File: src/rtl/ff256ct_pkg.sv
`default_nettype none
// ============================================================================
// Module      : ff256ct_pkg
// Description : Shared types, constants and coefficient tables for the
//               streaming GF(2^8) cosine transform.
// Revision    : 1.0 - initial release
// ============================================================================
// Matrix definition: C = D*P*D with P[k][i] = binom(i,k) mod 2 (upper
// triangular Pascal matrix, self-inverse over GF(2)) and D = diag(a^k),
// a = x the field generator. The inverse is D^-1*P*D^-1, so both entries
// reduce to a power a^(+/-(k+i)) gated by the Lucas condition (k & i) == k.
// Leading NxN blocks of an upper-triangular pair stay mutual inverses,
// so one table pair serves every legal N.
package ff256ct_pkg;

    localparam logic [7:0] FF256CT_POLY    = 8'h1D;
    localparam int         FF256CT_N_MIN   = 2;
    localparam int         FF256CT_N_MAX   = 16;
    localparam int         FF256CT_POW_LEN = 2 * FF256CT_N_MAX - 1;

    typedef enum logic [0:0] {
        ACCUM = 1'b0,
        HOLD  = 1'b1
    } ff256ct_state_e;

    // Multiply by the generator x modulo x^8 + POLY
    function automatic logic [7:0] ff256ct_mul_x(input logic [7:0] a);
        return {a[6:0], 1'b0} ^ (a[7] ? FF256CT_POLY : 8'h00);
    endfunction

    // Divide by the generator x; POLY bit 0 is always set for a field poly
    function automatic logic [7:0] ff256ct_div_x(input logic [7:0] a);
        return a[0] ? ({1'b0, a[7:1]} ^ {1'b1, FF256CT_POLY[7:1]})
                    : {1'b0, a[7:1]};
    endfunction

    // Elaboration-time table of a^e (or a^-e) for e = 0 .. 2*N_MAX-2
    function automatic logic [8*FF256CT_POW_LEN-1:0] ff256ct_gen_pow(input logic inv);
        logic [8*FF256CT_POW_LEN-1:0] tbl;
        logic [7:0]                   v;
        tbl = '0;
        v   = 8'h01;
        for (int e = 0; e < FF256CT_POW_LEN; e++) begin
            tbl[8*e +: 8] = v;
            v = inv ? ff256ct_div_x(v) : ff256ct_mul_x(v);
        end
        return tbl;
    endfunction

    localparam logic [8*FF256CT_POW_LEN-1:0] FF256CT_POW_FWD = ff256ct_gen_pow(1'b0);
    localparam logic [8*FF256CT_POW_LEN-1:0] FF256CT_POW_INV = ff256ct_gen_pow(1'b1);

    // Coefficient C[k][i] (inv = 0) or Cinv[k][i] (inv = 1) for length n_len
    function automatic logic [7:0] ff256ct_coef(input int n_len, input logic inv,
                                                input int k, input int i);
        int e;
        if (n_len < FF256CT_N_MIN || n_len > FF256CT_N_MAX) return 8'h00;
        if (k < 0 || i < 0 || k >= n_len || i >= n_len)     return 8'h00;
        if ((k & i) != k)                                    return 8'h00;
        e = k + i;
        return inv ? FF256CT_POW_INV[8*e +: 8] : FF256CT_POW_FWD[8*e +: 8];
    endfunction

endpackage
`default_nettype wire

File: src/rtl/ff256_gf_mult.sv
`default_nettype none
// ============================================================================
// Module      : ff256_gf_mult
// Description : Combinational general 8x8 -> 8 GF(2^8) multiplier,
//               reduction polynomial x^8 + POLY.
// Revision    : 1.0 - initial release
// ============================================================================
module ff256_gf_mult
    import ff256ct_pkg::*;
#(
    parameter logic [7:0] POLY = FF256CT_POLY
) (
    input  logic [7:0] a,
    input  logic [7:0] b,
    output logic [7:0] p
);

    logic [7:0] w_sum;
    logic [7:0] w_shift;

    // Shift-and-add: accumulate a*x^j for every set bit j of b
    always_comb begin
        w_sum   = 8'h00;
        w_shift = a;
        for (int j = 0; j < 8; j++) begin
            if (b[j]) w_sum = w_sum ^ w_shift;
            w_shift = {w_shift[6:0], 1'b0} ^ (w_shift[7] ? POLY : 8'h00);
        end
        p = w_sum;
    end

endmodule
`default_nettype wire

File: src/rtl/ff256_stream_cos_transf.sv
`default_nettype none
// ============================================================================
// Module      : ff256_stream_cos_transf
// Description : Streaming N-point GF(2^8) cosine transform with per-frame
//               forward/inverse select and a double-buffered result.
// Revision    : 1.0 - initial release
// ============================================================================
// Coefficients come from the package tables, which are built for the
// package POLY; keep POLY at its default unless the tables are rebuilt.
module ff256_stream_cos_transf
    import ff256ct_pkg::*;
#(
    parameter int         N     = 8,
    parameter logic [7:0] POLY  = FF256CT_POLY,
    parameter int         CNT_W = $clog2(N)
) (
    input  logic             clk,
    input  logic             rst_n,
    input  logic             in_valid,
    output logic             in_ready,
    input  logic [7:0]       x_in,
    input  logic             inv,
    input  logic             flush,
    output logic             out_valid,
    input  logic             out_ready,
    output logic [8*N-1:0]   x_out,
    output logic             busy
);

    localparam logic [CNT_W-1:0] c_last_cnt = CNT_W'(N - 1);

    ff256ct_state_e     r_state;
    logic [CNT_W-1:0]   r_cnt;
    logic               r_inv_q;
    logic [7:0]         r_acc [N];
    logic [8*N-1:0]     r_out_buf;
    logic               r_out_valid;

    logic               w_accept;
    logic               w_consume;
    logic               w_buf_free;
    logic               w_first;
    logic               w_last;
    logic               w_inv_sel;
    logic [7:0]         w_coef [N];
    logic [7:0]         w_prod [N];
    logic [7:0]         w_next [N];
    logic [8*N-1:0]     w_next_flat;
    logic [8*N-1:0]     w_acc_flat;

    assign in_ready   = rst_n & (r_state == ACCUM);
    assign out_valid  = r_out_valid;
    assign x_out      = r_out_valid ? r_out_buf : '0;
    assign busy       = (r_cnt != '0) | (r_state == HOLD);

    assign w_accept   = in_valid & in_ready;
    assign w_consume  = r_out_valid & out_ready;
    assign w_buf_free = ~r_out_valid | out_ready;
    assign w_first    = (r_cnt == '0);
    assign w_last     = (r_cnt == c_last_cnt);
    // Symbol 0 uses the live select; later symbols use the latched one
    assign w_inv_sel  = w_first ? inv : r_inv_q;

    // One multiplier per output row; symbol 0 overwrites the stale sum
    for (genvar k = 0; k < N; k++) begin : g_row
        assign w_coef[k] = ff256ct_coef(N, w_inv_sel, k, int'(r_cnt));

        ff256_gf_mult #(
            .POLY (POLY)
        ) u_mult (
            .a (w_coef[k]),
            .b (x_in),
            .p (w_prod[k])
        );

        assign w_next[k]              = w_first ? w_prod[k] : (r_acc[k] ^ w_prod[k]);
        assign w_next_flat[8*k +: 8]  = w_next[k];
        assign w_acc_flat[8*k +: 8]   = r_acc[k];
    end

    // Accumulate / hold state machine with the output double buffer
    always_ff @(posedge clk or negedge rst_n) begin
        if (!rst_n) begin
            for (int k = 0; k < N; k++) r_acc[k] <= 8'h00;
            r_cnt       <= '0;
            r_inv_q     <= 1'b0;
            r_state     <= ACCUM;
            r_out_buf   <= '0;
            r_out_valid <= 1'b0;
        end else begin
            // Consume clears valid; a load below on the same edge overrides it
            if (w_consume) r_out_valid <= 1'b0;

            case (r_state)
                ACCUM: begin
                    if (flush) begin
                        r_cnt <= '0;
                    end else if (w_accept) begin
                        if (w_first) r_inv_q <= inv;
                        if (w_last) begin
                            if (w_buf_free) begin
                                r_out_buf   <= w_next_flat;
                                r_out_valid <= 1'b1;
                                r_cnt       <= '0;
                            end else begin
                                for (int k = 0; k < N; k++) r_acc[k] <= w_next[k];
                                r_state <= HOLD;
                            end
                        end else begin
                            for (int k = 0; k < N; k++) r_acc[k] <= w_next[k];
                            r_cnt <= r_cnt + 1'b1;
                        end
                    end
                end
                HOLD: begin
                    if (w_buf_free) begin
                        r_out_buf   <= w_acc_flat;
                        r_out_valid <= 1'b1;
                        r_cnt       <= '0;
                        r_state     <= ACCUM;
                    end
                end
                default: r_state <= ACCUM;
            endcase
        end
    end

endmodule
`default_nettype wire

File: config.mk
export PLATFORM = sky130hd
export DESIGN_NAME = ff256_stream_cos_transf
export DESIGN_NICKNAME = d
export VERILOG_FILES = /design/src/rtl/ff256ct_pkg.sv /design/src/rtl/ff256_gf_mult.sv /design/src/rtl/ff256_stream_cos_transf.sv
export SDC_FILE = /design/constraint.sdc
export NUM_CORES = 1
export LEC_CHECK = 0
export CAP_MARGIN = 5
export CELL_PAD_IN_SITES_DETAIL_PLACEMENT = 1
export CELL_PAD_IN_SITES_GLOBAL_PLACEMENT = 1
export CORE_MARGIN = 4
export CORE_UTILIZATION = 42
export CTS_CLUSTER_SIZE = 40
export DETAILED_ROUTE_END_ITERATION = 8
export MAX_ROUTING_LAYER = met4
export PLACE_DENSITY = 0.84
export REMOVE_ABC_BUFFERS = 1
export SYNTH_ARGS = -nofsm -noshare
export SYNTH_HDL_FRONTEND = slang
export SYNTH_SLANG_ARGS = --single-unit
File: constraint.sdc
create_clock -name clk -period 8.2 [get_ports clk]
set_clock_uncertainty 0.1 [all_clocks]
set_input_delay 0.82 -clock clk [delete_from_list [all_inputs] [get_ports clk]]
set_output_delay 0.82 -clock clk [all_outputs]
set_load 0.03 [all_outputs]
==> flow_summary_export.csv, run 1 <==
group,metric,value,unit
routing,drtIter0Drc,1370,
setup_path,path_buf_inv,2,
floorplanning,die_width,215,um
clocking,cts-htree-levels,4,
finish,fin_cells,2946,
routing,drt_pass1_iterations,5,
global_route,grt_overflow,0,
setup_path,critical-path-top-delay-family,"compound AO/OA/AOI/OAI gates",
clocking,clkLatencyLatePin,0.48,ns
run,maxCapViolations,0,
finish,fin_nets,2424,
min_path,hold_path_class,"in -> async",
clocking,cts.reportedPaths.clkPinSlew,0.06,ns
global_route,first_global_vias,17900,
clocking,cts_tree,"yes",
routing,drc,0,
synth,synth-edff-count,0,
synth,async_flop_share,100,%
setup_path,crit_path_max_incr_delay,0.68,ns
finish,fillers,5322,
power_and_ir_drop,totalPowerFinal,0.00235,W
synth,synth_area,18000,um^2
placed_design,placed_cell_area,18900,um^2
clocking,cts-resized-gates,0,
status,outcome,"completed",
routing,route.vias.total,17100,
synth,yosysSeqAreaShare,18.6,%
setup_path,slowest_stage,"ha_1",
sta,setup_viol,0,
setup_path,reg2regPathDepth,16,
floorplanning,die_h,215,um
finish,num_antenna_cells,0,
setup_path,path_depth,16,
placed_design,dpl.cell_count,2914,
setup_path,worstSetupStartpointType,"flop",
clocking,numCtsBuffers,17,
sta,hold_viol_final,0,
setup_path,crit_type,"reg -> reg",
global_route,grt_max_degree,84,
synth,synth_flop_cell,"dfrtp_1",
finish,drive_gt1_share,6.56,%
global_route,antenna_found_initial,0,
sta,fin_crit_sh,74.9,%
finish,fin_area,19500,um^2
global_route,grt_pass1_wl,101,mm
routing,routed_via_density,5.82,
routing,wl_per_cell,21.3,um
placed_design,gp_congestion,0.994,
sta,relSlewSlack,21.4,%
floorplanning,placementRows,75,
setup_path,crit_path_max_fanout,43,
placed_design,place_ws,2.13,ns
power_and_ir_drop,vdd_drop_max,0.173,mV
synth,postSynthCellCount,2461,
synth,ys_ff_latch,134,
clocking,cts.sink_count,134,
global_route,grtUsageTotal,27.8,%
sta,rsz0062_at_grt,"false",
power_and_ir_drop,p_leak,7.24,nW
routing,postRouteAntennaNets,0,
clocking,clk_path_buf_depth,2,
synth,yosysUniqueCellTypes,86,
clocking,cts_root_buf,"clkbuf_16",
finish,final_common_cell,"nand2_1",
clocking,hold_buffers,0,
sta,worst_pin_slew,1.17,ns
sta,slew_violations,0,
floorplanning,die_area,46300,um^2
clocking,cts_setup_buffers,0,
routing,drt-total-wl,62.7,mm
setup_path,worst-endpoint-arrival,6.39,ns
sta,fin_crit,6.14,ns
floorplanning,ios,81,
setup_path,worstPathRequired,8.45,ns
sta,fmax,163,MHz
synth,postSynthAreaPerCell,7.33,um^2
setup_path,cp_cell_sequence,"inv_2, ha_1, and3b_1, a21o_1, ha_1, inv_1, mux4_2, and2_1, a21oi_2, xor2_1, xnor2_1, nor2_1, a31oi_1, xnor2_1, xnor2_1, o211ai_1",
power_and_ir_drop,p_per_area,120,nW/um^2
setup_path,crit_top_cell,"xnor2_1",
finish,final_core_util,46.2,%
sta,layout_setup_ws,2.06,ns
setup_path,cp-end-kind,"flop",
placed_design,dp_hpwl,42.8,mm
floorplanning,initial_core_util,42.7,%
floorplanning,core_area,42200,um^2
finish,final_cell_mix,"nand2_1 (580), xnor2_1 (470), o21ai_0 (187)",
synth,yosys_warnings,0,
finish,area_growth,8.17,%
placed_design,portBuffers,80,
-- power by group --
| part | internal, W | switching, W | total (W) | leakage [nW] |
|---|---|---|---|---|
| clock | 0.000508 | 0.000321 | 0.000829 | 0.296 |
| sequential | 0.000705 | 0.0000374 | 0.000743 | 1.84 |
| combinational | 0.000292 | 0.000483 | 0.000775 | 5.11 |
-- Yosys cell counts, types with 11 or more instances --
master | count | area share [%]
buf_2 | 35 | 0.97
inv_1 | 17 | 0.35
nand2b_1 | 17 | 0.59
clkbuf_1 | 120 | 2.5
o21ai_1 | 11 | 0.31
a211oi_1 | 12 | 0.50
a21o_1 | 11 | 0.46
buf_1 | 32 | 0.67
xnor3_1 | 29 | 3.6
o21ai_0 | 187 | 5.2
dfrtp_1 | 134 | 19
nand3_1 | 43 | 1.2
nor2_1 | 143 | 3.0
o211ai_1 | 20 | 0.83
a22oi_1 | 21 | 0.87
nand2_1 | 580 | 12
and3_1 | 19 | 0.66
and2_1 | 78 | 2.7
ha_1 | 16 | 1.1
a21oi_1 | 110 | 3.1
nor2b_1 | 16 | 0.56
xor2_1 | 101 | 4.9
nor3_1 | 20 | 0.56
xnor2_1 | 470 | 23
mux2i_1 | 29 | 1.6
mux2_2 | 25 | 1.6
-- flip-flops by register name, indices dropped and copies added (netlist names) --
| signal | flops |
|---|---|
| r_acc | 64 |
| r_out_buf | 64 |
| r_cnt | 3 |
| out_valid | 1 |
| r_inv_q | 1 |
| r_state | 1 |
-- cells by family after synthesis --
group / Yosys count / synth area share [%]
simple gates: 963 / 23.3
flops: 134 / 18.6
compound gates: 449 / 15.1
fa+ha+maj: 16 / 1.11
xor+xnor: 611 / 32.5
buf+inv: 226 / 5.38
mux: 62 / 4.02
-- per-stage QoR --
step / hold slack [ns] / setup TNS (ns)
4_1_cts: 0.109 / 0
2_1_floorplan: 0.341 / -0.0556
6_report: 0.125 / 0
5_1_grt: 0.136 / 0
3_5_place_dp: 0.361 / 0
3_3_place_gp: 0.353 / 0
-- path summary, 6_finish.rpt --
path | startpoint | endpoint | slack, ns
hold reg to reg | r_out_buf[45]$_DFFE_PN0P_ | r_out_buf[45]$_DFFE_PN0P_ | 0.37
min in group clk | r_out_buf[45]$_DFFE_PN0P_ | r_out_buf[45]$_DFFE_PN0P_ | 0.37
hold / removal | rst_n | r_acc[19]$_DFFE_PN0P_ | 0.12
max in group asynchronous | rst_n | r_cnt[1]$_DFFE_PN0P_ | 6.69
setup / recovery | r_cnt[1]$_DFFE_PN0P_ | r_out_buf[59]$_DFFE_PN0P_ | 2.06
setup reg to reg | r_cnt[1]$_DFFE_PN0P_ | r_out_buf[59]$_DFFE_PN0P_ | 2.06
-- per-layer routing --
metal | vias up | track usage [%] | wire (um)
li1 | 7917 | - | -
met2 | 536 | 45.7 | 30200
met1 | 8550 | 34.9 | 26700
met4 | 0 | 10.2 | 2090
met3 | 131 | 4.19 | 3750
met5 | - | - | 0
-- area by class of cell --
type | count | area [um^2] | area share [%]
tap | 539 | 674 | 3.46
multi-input combinational | 2101 | 13700 | 70.4
sequential | 134 | 3370 | 17.3
timing repair buffer | 117 | 1040 | 5.33
clock buffer | 24 | 492 | 2.52
inverter | 23 | 88.8 | 0.455
clock inverter | 8 | 120 | 0.616
-- worst reg2reg max path: cells and delay by family, from the launching register on --
kind / cells / cell delay [ns]
XOR/XNOR: 4 / 0.80
AO/OA/AOI/OAI: 4 / 1.56
buffers and inverters: 2 / 0.37
adder cells (fa/ha/maj): 2 / 1.25
flip-flops: 1 / 0.66
multiplexers: 1 / 0.67
AND/OR/NAND/NOR: 3 / 0.59
No activity file was read; power rests on OpenSTA's default activity.
==> run 2, diff against run 1 <==
==> constraint.sdc (replaced) <==
create_clock -name clk -period 6.22 [get_ports clk]
set_clock_uncertainty 0.1 [all_clocks]
set_input_delay 0.622 -clock clk [delete_from_list [all_inputs] [get_ports clk]]
set_output_delay 0.622 -clock clk [all_outputs]
set_load 0.03 [all_outputs]
==> run 2 against run 1 <==
Net effect: core utilization grew 0.22 points; largest cell class unchanged; via count grew 0.43%; flip-flop and latch count is the same; hold slack gained 0.25 ns; largest power group unchanged.
==> flow_summary_export.csv, run 2 (synthesis gave the netlist of run 1 again) <==
group,metric,value,unit
status,outcome,"completed",
clocking,cts_tree,"yes",
finish,drive_gt1_share,7.03,%
clocking,clkLatencyLatePin,0.49,ns
sta,rsz0062_at_grt,"false",
placed_design,place_ws,0.841,ns
finish,final_cell_mix,"nand2_1 (580), xnor2_1 (470), o21ai_0 (187)",
floorplanning,placementRows,75,
setup_path,worstSetupStartpointType,"flop",
floorplanning,initial_core_util,42.7,%
sta,hold_viol_final,0,
sta,layout_setup_ws,1.03,ns
clocking,cts.sink_count,134,
clocking,cts.reportedPaths.clkPinSlew,0.07,ns
global_route,first_global_vias,18200,
placed_design,dpl.cell_count,2924,
clocking,numCtsBuffers,17,
routing,route.vias.total,17200,
sta,worst_pin_slew,1.24,ns
setup_path,cp-end-kind,"flop",
clocking,cts_root_buf,"clkbuf_16",
finish,final_core_util,46.4,%
setup_path,crit_type,"reg -> reg",
setup_path,worstPathRequired,6.50,ns
floorplanning,die_h,215,um
clocking,clk_path_buf_depth,2,
setup_path,crit_path_max_incr_delay,0.63,ns
global_route,grt_pass1_wl,103,mm
clocking,hold_buffers,1,
min_path,hold_path_class,"reg -> reg",
setup_path,crit_path_max_fanout,68,
finish,area_growth,8.69,%
routing,drtIter0Drc,1212,
sta,fmax,193,MHz
global_route,grtUsageTotal,28.5,%
routing,drt_pass1_iterations,5,
clocking,cts-htree-levels,4,
clocking,cts_setup_buffers,0,
global_route,grt_max_degree,69,
finish,num_antenna_cells,0,
sta,setup_viol,0,
floorplanning,ios,81,
power_and_ir_drop,vdd_drop_max,0.171,mV
finish,top_regs,"r_acc x64, r_out_buf x64, r_cnt x3",
setup_path,cp_cell_sequence,"buf_4, ha_1, ha_1, clkinv_1, a311oi_1, nor2_1, a21oi_2, xnor2_2, xnor2_1, o211ai_1, nand2_1, xnor2_1, o21ai_1, mux2_2",
sta,slew_violations,0,
global_route,grt_overflow,0,
sta,fin_crit,5.19,ns
power_and_ir_drop,p_leak,7.29,nW
routing,routed_via_density,5.82,
sta,whs,0.371,ns
power_and_ir_drop,p_per_area,161,nW/um^2
placed_design,portBuffers,80,
sta,relSlewSlack,17.3,%
setup_path,critical-path-top-delay-family,"compound AO/OA/AOI/OAI gates",
finish,final_common_cell,"nand2_1",
finish,fin_nets,2435,
routing,drt-total-wl,64.4,mm
setup_path,slowest_stage,"a311oi_1",
finish,fillers,5300,
setup_path,worst-endpoint-arrival,5.46,ns
placed_design,dp_hpwl,44.0,mm
routing,wl_per_cell,21.8,um
sta,tns,0,ns
global_route,antenna_found_initial,0,
routing,postRouteAntennaNets,0,
run,maxCapViolations,0,
placed_design,gp_congestion,0.987,
clocking,cts-resized-gates,0,
sta,fin_crit_sh,83.4,%
floorplanning,die_width,215,um
finish,fin_cells,2956,
routing,drc,0,
floorplanning,die_area,46300,um^2
setup_path,path_buf_inv,2,
floorplanning,core_area,42200,um^2
run 2: changes by cell type in the layout (fill, tap and decap cells not counted), sizes merged:
cell         before  now
clkbuf           24   18
dlygate4sd3       0    1
buf              46   56
bufinv            3    4
clkinv            7    8
clkinvlp          2    5
run 2: final timing paths:
path                                           startpoint                   endpoint  slack, ns  cells after the start
worst max-delay path                 r_cnt[1]$_DFFE_PN0P_  r_out_buf[60]$_DFFE_PN0P_       1.03                     14
worst min-delay path            r_out_buf[42]$_DFFE_PN0P_  r_out_buf[42]$_DFFE_PN0P_       0.37                      1
worst max register to register       r_cnt[1]$_DFFE_PN0P_  r_out_buf[60]$_DFFE_PN0P_       1.03                     14
worst min register to register  r_out_buf[42]$_DFFE_PN0P_  r_out_buf[42]$_DFFE_PN0P_       0.37                      1
max in group asynchronous                           rst_n       r_cnt[2]$_DFFE_PN0P_       4.40                      3
min in group asynchronous                           rst_n  r_out_buf[57]$_DFFE_PN0P_       0.50                      2
run 2: where the power goes:
part           internal (W)  switching [W]  total, W
clock              0.000674       0.000453   0.00113
combinational      0.000392       0.000650   0.00104
sequential         0.000930      0.0000485  0.000978
total               0.00200        0.00115   0.00315
run 2: per-stage QoR:
| step | power (W) | cell area (um^2) |
|---|---|---|
| after floorplan | 0.00167 | 17100 |
| after global placement | 0.00197 | 19000 |
| after detailed placement | 0.00201 | 19000 |
| after CTS | 0.00316 | 19600 |
| after global routing | 0.00330 | 19600 |
| final | 0.00315 | 19600 |
run 2: routing by layer:
layer,up-vias,wire [um],global-route usage [%]
li1,7944,-,-
met3,134,3610,4.34
met1,8544,27700,35.6
met5,-,0,-
met2,585,31100,47.2
met4,0,1920,9.51
run 2: layout make-up:
| type | count | area (um^2) | area share (%) |
|---|---|---|---|
| multi-input cells | 2101 | 13700 | 70.0 |
| flip-flops and latches | 134 | 3370 | 17.2 |
| repair buffers | 128 | 1120 | 5.74 |
| well taps | 539 | 674 | 3.44 |
| clock buffers | 18 | 439 | 2.24 |
| clock inverters | 13 | 181 | 0.926 |
| inverters | 23 | 88.8 | 0.453 |
